[config.mk]
export PLATFORM = sky130hd
export DESIGN_NAME = snake_head_stepper
export DESIGN_NICKNAME = d
export VERILOG_FILES = /design/src/rtl/snake_pkg.sv /design/src/rtl/snake_step_timer.sv /design/src/rtl/snake_head_stepper.sv
export SDC_FILE = /design/constraint.sdc
export NUM_CORES = 1
export LEC_CHECK = 0
export BUFFER_PORTS_ARGS = -buffer_cell sky130_fd_sc_hd__buf_2
export CAP_MARGIN = 20
export CORE_ASPECT_RATIO = 1.1
export CORE_MARGIN = 2
export CORE_UTILIZATION = 40
export CTS_BUF_LIST = sky130_fd_sc_hd__clkbuf_4
export CTS_CLUSTER_SIZE = 30
export DETAILED_ROUTE_END_ITERATION = 10
export PLACE_DENSITY = 0.65
export SYNTH_ARGS = -nofsm -noshare
export SYNTH_HDL_FRONTEND = slang
export SYNTH_HIERARCHICAL = 1
export SYNTH_SLANG_ARGS = --single-unit
[constraint.sdc]
create_clock -name clk -period 2.2 [get_ports clk]
set_clock_uncertainty 0.05 [all_clocks]
set_input_delay 0.11 -clock clk [delete_from_list [all_inputs] [get_ports clk]]
set_output_delay 0.11 -clock clk [all_outputs]
set_load 0.02 [all_outputs]
[src/rtl/snake_pkg.sv]
// Shared definitions for the snake head stepper: direction codes, FSM state
// encoding and default grid dimensions.
package snake_pkg;

  typedef enum logic [1:0] {
    DIR_UP    = 2'b00,
    DIR_LEFT  = 2'b01,
    DIR_RIGHT = 2'b10,
    DIR_DOWN  = 2'b11
  } dir_e;

  typedef enum logic [1:0] {
    ST_IDLE  = 2'b00,
    ST_RUN   = 2'b01,
    ST_PAUSE = 2'b10,
    ST_DEAD  = 2'b11
  } state_e;

  localparam int DEF_GRID_W = 40;
  localparam int DEF_GRID_H = 30;

endpackage

[src/rtl/snake_step_timer.sv]
// Free-running step timer: counts enabled cycles and flags the terminal
// count with tick, wrapping to zero on that cycle.
module snake_step_timer #(
  parameter int STEP_CYCLES = 12500000,
  parameter int CNT_W       = 24
) (
  input  logic clk,
  input  logic rst,
  input  logic enable,
  input  logic clear,
  output logic tick
);

  logic [CNT_W-1:0] cnt_q;
  logic [CNT_W-1:0] cnt_d;

  assign tick = enable && (cnt_q == CNT_W'(STEP_CYCLES - 1));

  always_comb begin
    cnt_d = cnt_q;
    if (clear) begin
      cnt_d = '0;
    end else if (tick) begin
      cnt_d = '0;
    end else if (enable) begin
      cnt_d = cnt_q + 1'b1;
    end
  end

  always_ff @(posedge clk or negedge rst) begin
    if (!rst) begin
      cnt_q <= '0;
    end else begin
      cnt_q <= cnt_d;
    end
  end

endmodule

[src/rtl/snake_head_stepper.sv]
// Snake head stepper: advances the head one cell per timer tick in the given
// direction and kills the snake at the walls. Build with SNAKE_WALL_WRAP_EN
// defined to wrap at the edges instead.
module snake_head_stepper
  import snake_pkg::*;
#(
  parameter int GRID_W      = DEF_GRID_W,
  parameter int GRID_H      = DEF_GRID_H,
  parameter int X_W         = 6,
  parameter int Y_W         = 5,
  parameter int STEP_CYCLES = 12500000,
  parameter int CNT_W       = 24,
  parameter int START_X     = 20,
  parameter int START_Y     = 15
) (
  input  logic           clk,
  input  logic           rst,
  input  logic           start,
  input  logic           pause,
  input  logic [1:0]     direction,
  output logic [X_W-1:0] head_x,
  output logic [Y_W-1:0] head_y,
  output logic           step_valid,
  output logic [1:0]     step_dir,
  output logic           running,
  output logic           dead
);

  state_e         state_q, state_d;
  logic [X_W-1:0] head_x_q, head_x_d;
  logic [Y_W-1:0] head_y_q, head_y_d;
  logic           step_valid_q, step_valid_d;
  logic [1:0]     step_dir_q, step_dir_d;

  logic           tick;
  logic           load;
  logic           legal;
  logic [X_W-1:0] next_x;
  logic [Y_W-1:0] next_y;

  // A start pulse only (re)launches the game from IDLE or DEAD.
  assign load = start && ((state_q == ST_IDLE) || (state_q == ST_DEAD));

  snake_step_timer #(
    .STEP_CYCLES (STEP_CYCLES),
    .CNT_W       (CNT_W)
  ) u_timer (
    .clk    (clk),
    .rst    (rst),
    .enable (state_q == ST_RUN),
    .clear  (load),
    .tick   (tick)
  );

  // Edge tests come first so the decrement/increment never under- or overflows.
  always_comb begin
    next_x = head_x_q;
    next_y = head_y_q;
    legal  = 1'b1;
    case (dir_e'(direction))
      DIR_UP: begin
        if (head_y_q == '0) begin
`ifdef SNAKE_WALL_WRAP_EN
          next_y = Y_W'(GRID_H - 1);
`else
          legal  = 1'b0;
`endif
        end else begin
          next_y = head_y_q - 1'b1;
        end
      end
      DIR_DOWN: begin
        if (head_y_q == Y_W'(GRID_H - 1)) begin
`ifdef SNAKE_WALL_WRAP_EN
          next_y = '0;
`else
          legal  = 1'b0;
`endif
        end else begin
          next_y = head_y_q + 1'b1;
        end
      end
      DIR_LEFT: begin
        if (head_x_q == '0) begin
`ifdef SNAKE_WALL_WRAP_EN
          next_x = X_W'(GRID_W - 1);
`else
          legal  = 1'b0;
`endif
        end else begin
          next_x = head_x_q - 1'b1;
        end
      end
      DIR_RIGHT: begin
        if (head_x_q == X_W'(GRID_W - 1)) begin
`ifdef SNAKE_WALL_WRAP_EN
          next_x = '0;
`else
          legal  = 1'b0;
`endif
        end else begin
          next_x = head_x_q + 1'b1;
        end
      end
    endcase
  end

  always_comb begin
    head_x_d     = head_x_q;
    head_y_d     = head_y_q;
    step_dir_d   = step_dir_q;
    step_valid_d = 1'b0;
    if (load) begin
      head_x_d = X_W'(START_X);
      head_y_d = Y_W'(START_Y);
    end else if (tick && legal) begin
      head_x_d     = next_x;
      head_y_d     = next_y;
      step_dir_d   = direction;
      step_valid_d = 1'b1;
    end
  end

  always_comb begin
    state_d = state_q;
    case (state_q)
      ST_IDLE:  if (start) state_d = ST_RUN;
      ST_RUN: begin
        if (tick && !legal) begin
          state_d = ST_DEAD;
        end else if (pause) begin
          state_d = ST_PAUSE;
        end
      end
      ST_PAUSE: if (!pause) state_d = ST_RUN;
      ST_DEAD:  if (start) state_d = ST_RUN;
    endcase
  end

  always_ff @(posedge clk or negedge rst) begin
    if (!rst) begin
      state_q      <= ST_IDLE;
      head_x_q     <= X_W'(START_X);
      head_y_q     <= Y_W'(START_Y);
      step_valid_q <= 1'b0;
      step_dir_q   <= 2'b11;
    end else begin
      state_q      <= state_d;
      head_x_q     <= head_x_d;
      head_y_q     <= head_y_d;
      step_valid_q <= step_valid_d;
      step_dir_q   <= step_dir_d;
    end
  end

  always_comb begin
    running    = (state_q == ST_RUN);
    dead       = (state_q == ST_DEAD);
    head_x     = head_x_q;
    head_y     = head_y_q;
    step_valid = step_valid_q;
    step_dir   = step_dir_q;
  end

endmodule

Yosys cells after proc, flatten, opt, wreduce, memory -nomap -nowiden:

Cells that the tools add are included.

* bits of input ports: 6
* register bits after elaboration: 40
* output and inout port bits: 16
* logic and storage cells: 72

* add/sub/neg operators: 5
* mux-type cells: 25
* reduce and logical (&&, ||, !) cells: 19
* bitwise operators: 1
* equal/unequal tests: 16

Operators by type and width (number)
* 2-to-1 mux 24 bit: 3
* adder 24 x 1 -> 24 bit, second input constant: 1
* == test 24 bit, second input constant: 1
* 2-to-1 mux 6 bit: 4
* 2-to-1 mux 5 bit: 4
* inequality test 3 bit, second input constant: 5
* one-hot mux 6 bit (2 select lines): 1
* one-hot mux 5 bit (2 select lines): 1
* nonzero test 3 bit: 3
* == test 2 bit, second input constant: 4
* 2-to-1 mux 2 bit: 4
* AND reduction 4 bit: 2
* adder 6 x 1 -> 6 bit, second input constant: 1
* == test 6 bit, second input constant: 1
* zero test 6 bit: 1
* 2-to-1 mux 1 bit: 6
* one-hot mux 2 bit (3 select lines): 1
* subtractor 6 x 1 -> 6 bit, second input constant: 1
* adder 5 x 1 -> 5 bit, second input constant: 1
* == test 5 bit, second input constant: 1
* zero test 5 bit: 1
* subtractor 5 x 1 -> 5 bit, second input constant: 1
* == test 2 x 1 -> 1 bit, second input constant: 2
* logical AND 1 bit: 4
* other kinds (11): 12

Longest topological paths before layout:

* depth in word-level cells: 7
* mapped depth: 9
* gate-level depth less buffers: 8

Hierarchy:

The synthesis kept the hierarchy.

By module, submodules not included
* snake_step_timer: sequential area each 600.6 um^2, instances 1, cells an instance 148, area each 1412.6 um^2
* snake_head_stepper: sequential area each 410.4 um^2, instances 1, cells an instance 120, area each 1158.6 um^2

Least setup slack after synthesis:

Ideal clock, no wire load.

* path type: reg2reg
* start point: register state_q[1]
* end point: register step_dir_q[0] (netlist: step_dir[0])
* arrival: 2.468 ns
* path slack: -0.402 ns
* path buffers: 0
* setup time: 0.085 ns
* cell stages (with the launch flop): 9
* path through: dfrtp_1 inv_1 ha_1 nor4bb_1 nand4_1 nor2_1 o2111ai_2 a21oi_2 mux2_1

* elaborated cells on any way between the ends: 9

RTL lines
* start: declaration: line snake_head_stepper.sv:29 `state_e state_q, state_d;`
* start signal: assignment: line snake_head_stepper.sv:148 `state_q <= state_d;`
* == test 2 x 1 -> 1 bit
* named net running: line snake_head_stepper.sv:25 `output logic running,`
* logical AND 1 bit: line snake_step_timer.sv:17 `assign tick = enable && (cnt_q == CNT_W'(STEP_CYCLES - 1));`
* named net tick: line snake_head_stepper.sv:35 `logic tick;`
* logical AND 1 bit: line snake_head_stepper.sv:116 `end else if (tick && legal) begin`
* AND reduction 2 bit (no source line)
* end signal: assignment: line snake_head_stepper.sv:152 `step_dir_q <= step_dir_d;`
* end: declaration: line snake_head_stepper.sv:33 `logic [1:0] step_dir_q, step_dir_d;`

The timed path passes the listed nets, and every way through them passes these cells.
A chain may end at the register's enable or synchronous reset.

Final worst setup path:

* start point: register state_q[1]
* end point: register u_timer.cnt_q[15]

* cells in the longest elaborated chain, start to end: 4
* elaborated cells on any way between the ends: 9

Ends and longest elaborated chain
* == test 2 x 1 -> 1 bit (tied with other cells): line snake_head_stepper.sv:50 `.enable (state_q == ST_RUN),`
* logical AND 1 bit or logical OR 1 bit (tied branches): line snake_step_timer.sv:17, snake_head_stepper.sv:42
* 2-to-1 mux 24 bit or logical AND 1 bit (tied branches): line snake_step_timer.sv:23, snake_head_stepper.sv:42
* 2-to-1 mux 24 bit or nonzero test 3 bit (tied branches)
* end signal: assignment: line snake_step_timer.sv:34 `cnt_q <= cnt_d;`
* end: declaration: line snake_step_timer.sv:14 `logic [CNT_W-1:0] cnt_q;`

Several ways; a longest one is shown, not always the timed one.

==> out/metrics.cfg <==
[status]
status = finished clean

[global_route]
grt_max_degree = 41
overflow = 0
gr-usage-met3_pct = 3.51
busiest_layer = met2
grt_pass1_wl_um = 10200
grtUsageMet1_pct = 22.2
grt_antenna_before_repair = 0
grt_pass1_vias = 2150
track_usage_pct = 18.3
use_met2_pct = 33.5

[job]
maxCapViolations = 0

[clock_network]
h-tree-depth = 2
clockBufferDepth = 2
numCtsBuffers = 5
cts_tree = yes
cts_sinks = 40
clk_latency_ns = 0.36
cts-root-buf = clkbuf_4
cts.clk_slew.worst_paths_ns = 0.14

[drt]
dr_total_vias = 2241
remaining_drc_errors = 0
antenna_left = 0
drt-wirelength-per-cell_um = 15.6
initialDrtViolationCount = 108
drt_pre_antenna_iters = 4
routed_wl_um = 6150
avgViaCountPerCell = 5.70

[setup_path]
reg2regPathDepth = 7
endpoint_kind = flip-flop
crit_type = flip-flop to flip-flop
crit_required_ns = 2.43
crit_arrival_ns = 2.37
worstPathMaxFanout = 12
startpoint_type = flip-flop

[synth]
synth-seq-cells = 40
seq_area_frac_synth_pct = 39.3
synth-edff-count = 0
syn_area_um2 = 2570
syn_avg_cell_area_um2 = 9.59
yosysUniqueCellTypes = 55
yosys_most_used_dff = dfrtp_1
synth.yosys.warnings = 6
postSynthCellCount = 268
async_reset_ff_share_pct = 100
syn-num-nets = 287

[sta]
holdWs_ns = 0.114
fmax_ghz = 0.469
setup_violations = 0
post-route-min-period_ns = 2.13
finalCritPeriodShare_pct = 97.0
tightestPinTransition_ns = 0.903
hold_violations = 0
relSlewSlack_pct = 39.8
drv_slew = 0
rsz0062_at_grt = true

[power]
vdd_drop_max_v = 0.000426
cellLeakagePower_uw = 0.00136
power_per_cell_area_nw_per_um2 = 677

[final_layout]
area_delta_synth_final_pct = 20.6
diodes = 0
design_area_um2 = 3100
nets = 331
drive_gt1_share_pct = 28.4

[min_path]
worstHoldPathType = input pin to flip-flop
worstHoldPathCells = 4

[placed_design]
numPortBuffers = 21
dp_hpwl_um = 4300
dpl_cell_area_um2 = 2870
gp_congestion = 0.786

[floorplanning]
start_util_pct = 41.5
core_um2 = 6190
dieHeight_um = 88.1
ios = 22
rows = 30
die_x_um = 80.4
dieArea_um2 = 7090

==> power by group <==
group | switching (µW) | leakage (µW) | internal [µW] | total, µW
Combinational | 479 | 0.000822 | 324 | 803
Sequential | 87.7 | 0.000510 | 822 | 910
Clock | 253 | 0.0000293 | 134 | 387
Total | 820 | 0.00136 | 1280 | 2100
==> through the flow <==
step	utilization, %	setup slack (ns)	power [µW]	setup TNS, ns	cells
3_3_place_gp	46.4	0.0812	1640	0	378
6_report	50.1	0.0657	2100	0	393
4_1_cts	48.0	0.00800	2070	0	390
2_1_floorplan	-	-0.0533	1410	-0.107	268
3_5_place_dp	46.4	0.0469	1670	0	378
5_1_grt	50.1	-0.0391	2250	-0.120	393
==> routing by layer <==
metal  share of wire, %  up-vias
met3                3.6        6
met4               0.83        0
met5                  0        -
met1                 42     1101
met2                 53       50
li1                   -     1084
==> worst max-delay path, cell delays in order (launching register included) <==
cell and delay [ns]:
dfrtp_2 0.48, inv_2 0.08, ha_4 0.15, buf_4 0.18, inv_1 0.07, or4_1 0.59, or3_1 0.33, a21oi_1 0.15
==> cells in the final DEF, fill, tap and decap left out, types with 4 or more instances in the layout <==
cell type,count
or3_1,5
ha_4,5
o211ai_1,7
a21o_1,4
buf_4,19
xnor2_1,8
nand2_1,27
and4_1,4
or4_1,7
nor4_1,5
ha_1,6
clkbuf_4,6
dlygate4sd3_1,4
buf_2,21
a21oi_1,11
dfstp_2,8
o221ai_1,4
nand3_1,9
o21ai_0,9
dfrtp_1,29
nand4_1,7
a31oi_1,6
nor2_1,24
xor2_1,9
inv_1,11
==> state kept, by name, indices dropped and copies added, names as in the netlist <==
name           flops
head_x             6
u_timer/cnt_q     24
step_valid         1
state_q            2
head_y             5
step_dir           2
==> cells by family after synthesis <==
kind of cell               count (synthesis)  synth area share, %
buffers and inverters                     21                 4.38
adders and majority gates                 13                 6.91
muxes                                      6                 2.48
DFF                                       40                 39.3
AOI/OAI and AO/OA                         60                 16.5
xor gates and xnor gates                  17                 5.79
and+or+nand+nor                          111                 24.6
==> timing repair <==
action                                  CTS  global route
buffers inserted                          0             3
resized for setup                         0            20
hold endpoints to repair                 35             0
hold buffers                              4             0
endpoints found under the setup margin    0            12
==> layout make-up <==
cell class                 count  area, µm²
clock buffer                   6       45.0
tap                           80        100
fill                         579       3090
timing repair buffer          45        299
inverter                      13       48.8
multi-input combinational    207       1580
sequential                    40       1010
clock inverter                 2       11.3
==> Yosys cell counts, types with 2 or more instances <==
library cell / instances / area share (%)
nor4b_1: 2 / 0.68
nand4_4: 2 / 1.7
xor2_1: 9 / 3.1
dfstp_2: 8 / 8.2
or3_1: 6 / 1.5
o31ai_1: 3 / 0.88
ha_1: 11 / 5.4
o211ai_1: 7 / 2.0
or4_1: 8 / 2.3
mux2_1: 2 / 0.88
a21oi_2: 2 / 0.68
mux2i_1: 3 / 1.2
nor2b_1: 3 / 0.73
nand2_1: 28 / 4.1
nor2_1: 25 / 3.6
a21oi_1: 13 / 2.5
a21o_1: 4 / 1.2
buf_6: 2 / 0.88
o221ai_1: 4 / 1.4
and4_1: 5 / 1.7
o21ai_0: 9 / 1.8
nand3_1: 9 / 1.8
a31oi_1: 6 / 1.5
fa_1: 2 / 1.6
clkbuf_1: 2 / 0.29
nor4_1: 5 / 1.2
nand2b_1: 3 / 0.73
xnor2_1: 8 / 2.7
nand4_1: 7 / 1.7
inv_1: 13 / 1.9
dfrtp_1: 32 / 31
and4_2: 2 / 0.78
==> path summary, 6_finish.rpt <==
| check | start | end | slack, ns |
|---|---|---|---|
| min in group asynchronous | rst | u_timer/cnt_q[13]$_DFFE_PN0P_ | 0.36 |
| max reg2reg | state_q[1]$_DFFE_PN0P_ | u_timer/cnt_q[15]$_DFFE_PN0P_ | 0.07 |
| max in group asynchronous | rst | u_timer/cnt_q[10]$_DFFE_PN0P_ | 1.12 |
| max | state_q[1]$_DFFE_PN0P_ | u_timer/cnt_q[15]$_DFFE_PN0P_ | 0.07 |
| min | start | head_y[0]$_DFFE_PN1P_ | 0.11 |
| min reg2reg | head_y[3]$_DFFE_PN1P_ | head_y[3]$_DFFE_PN1P_ | 0.49 |
Power figures use the tool's default switching activity.
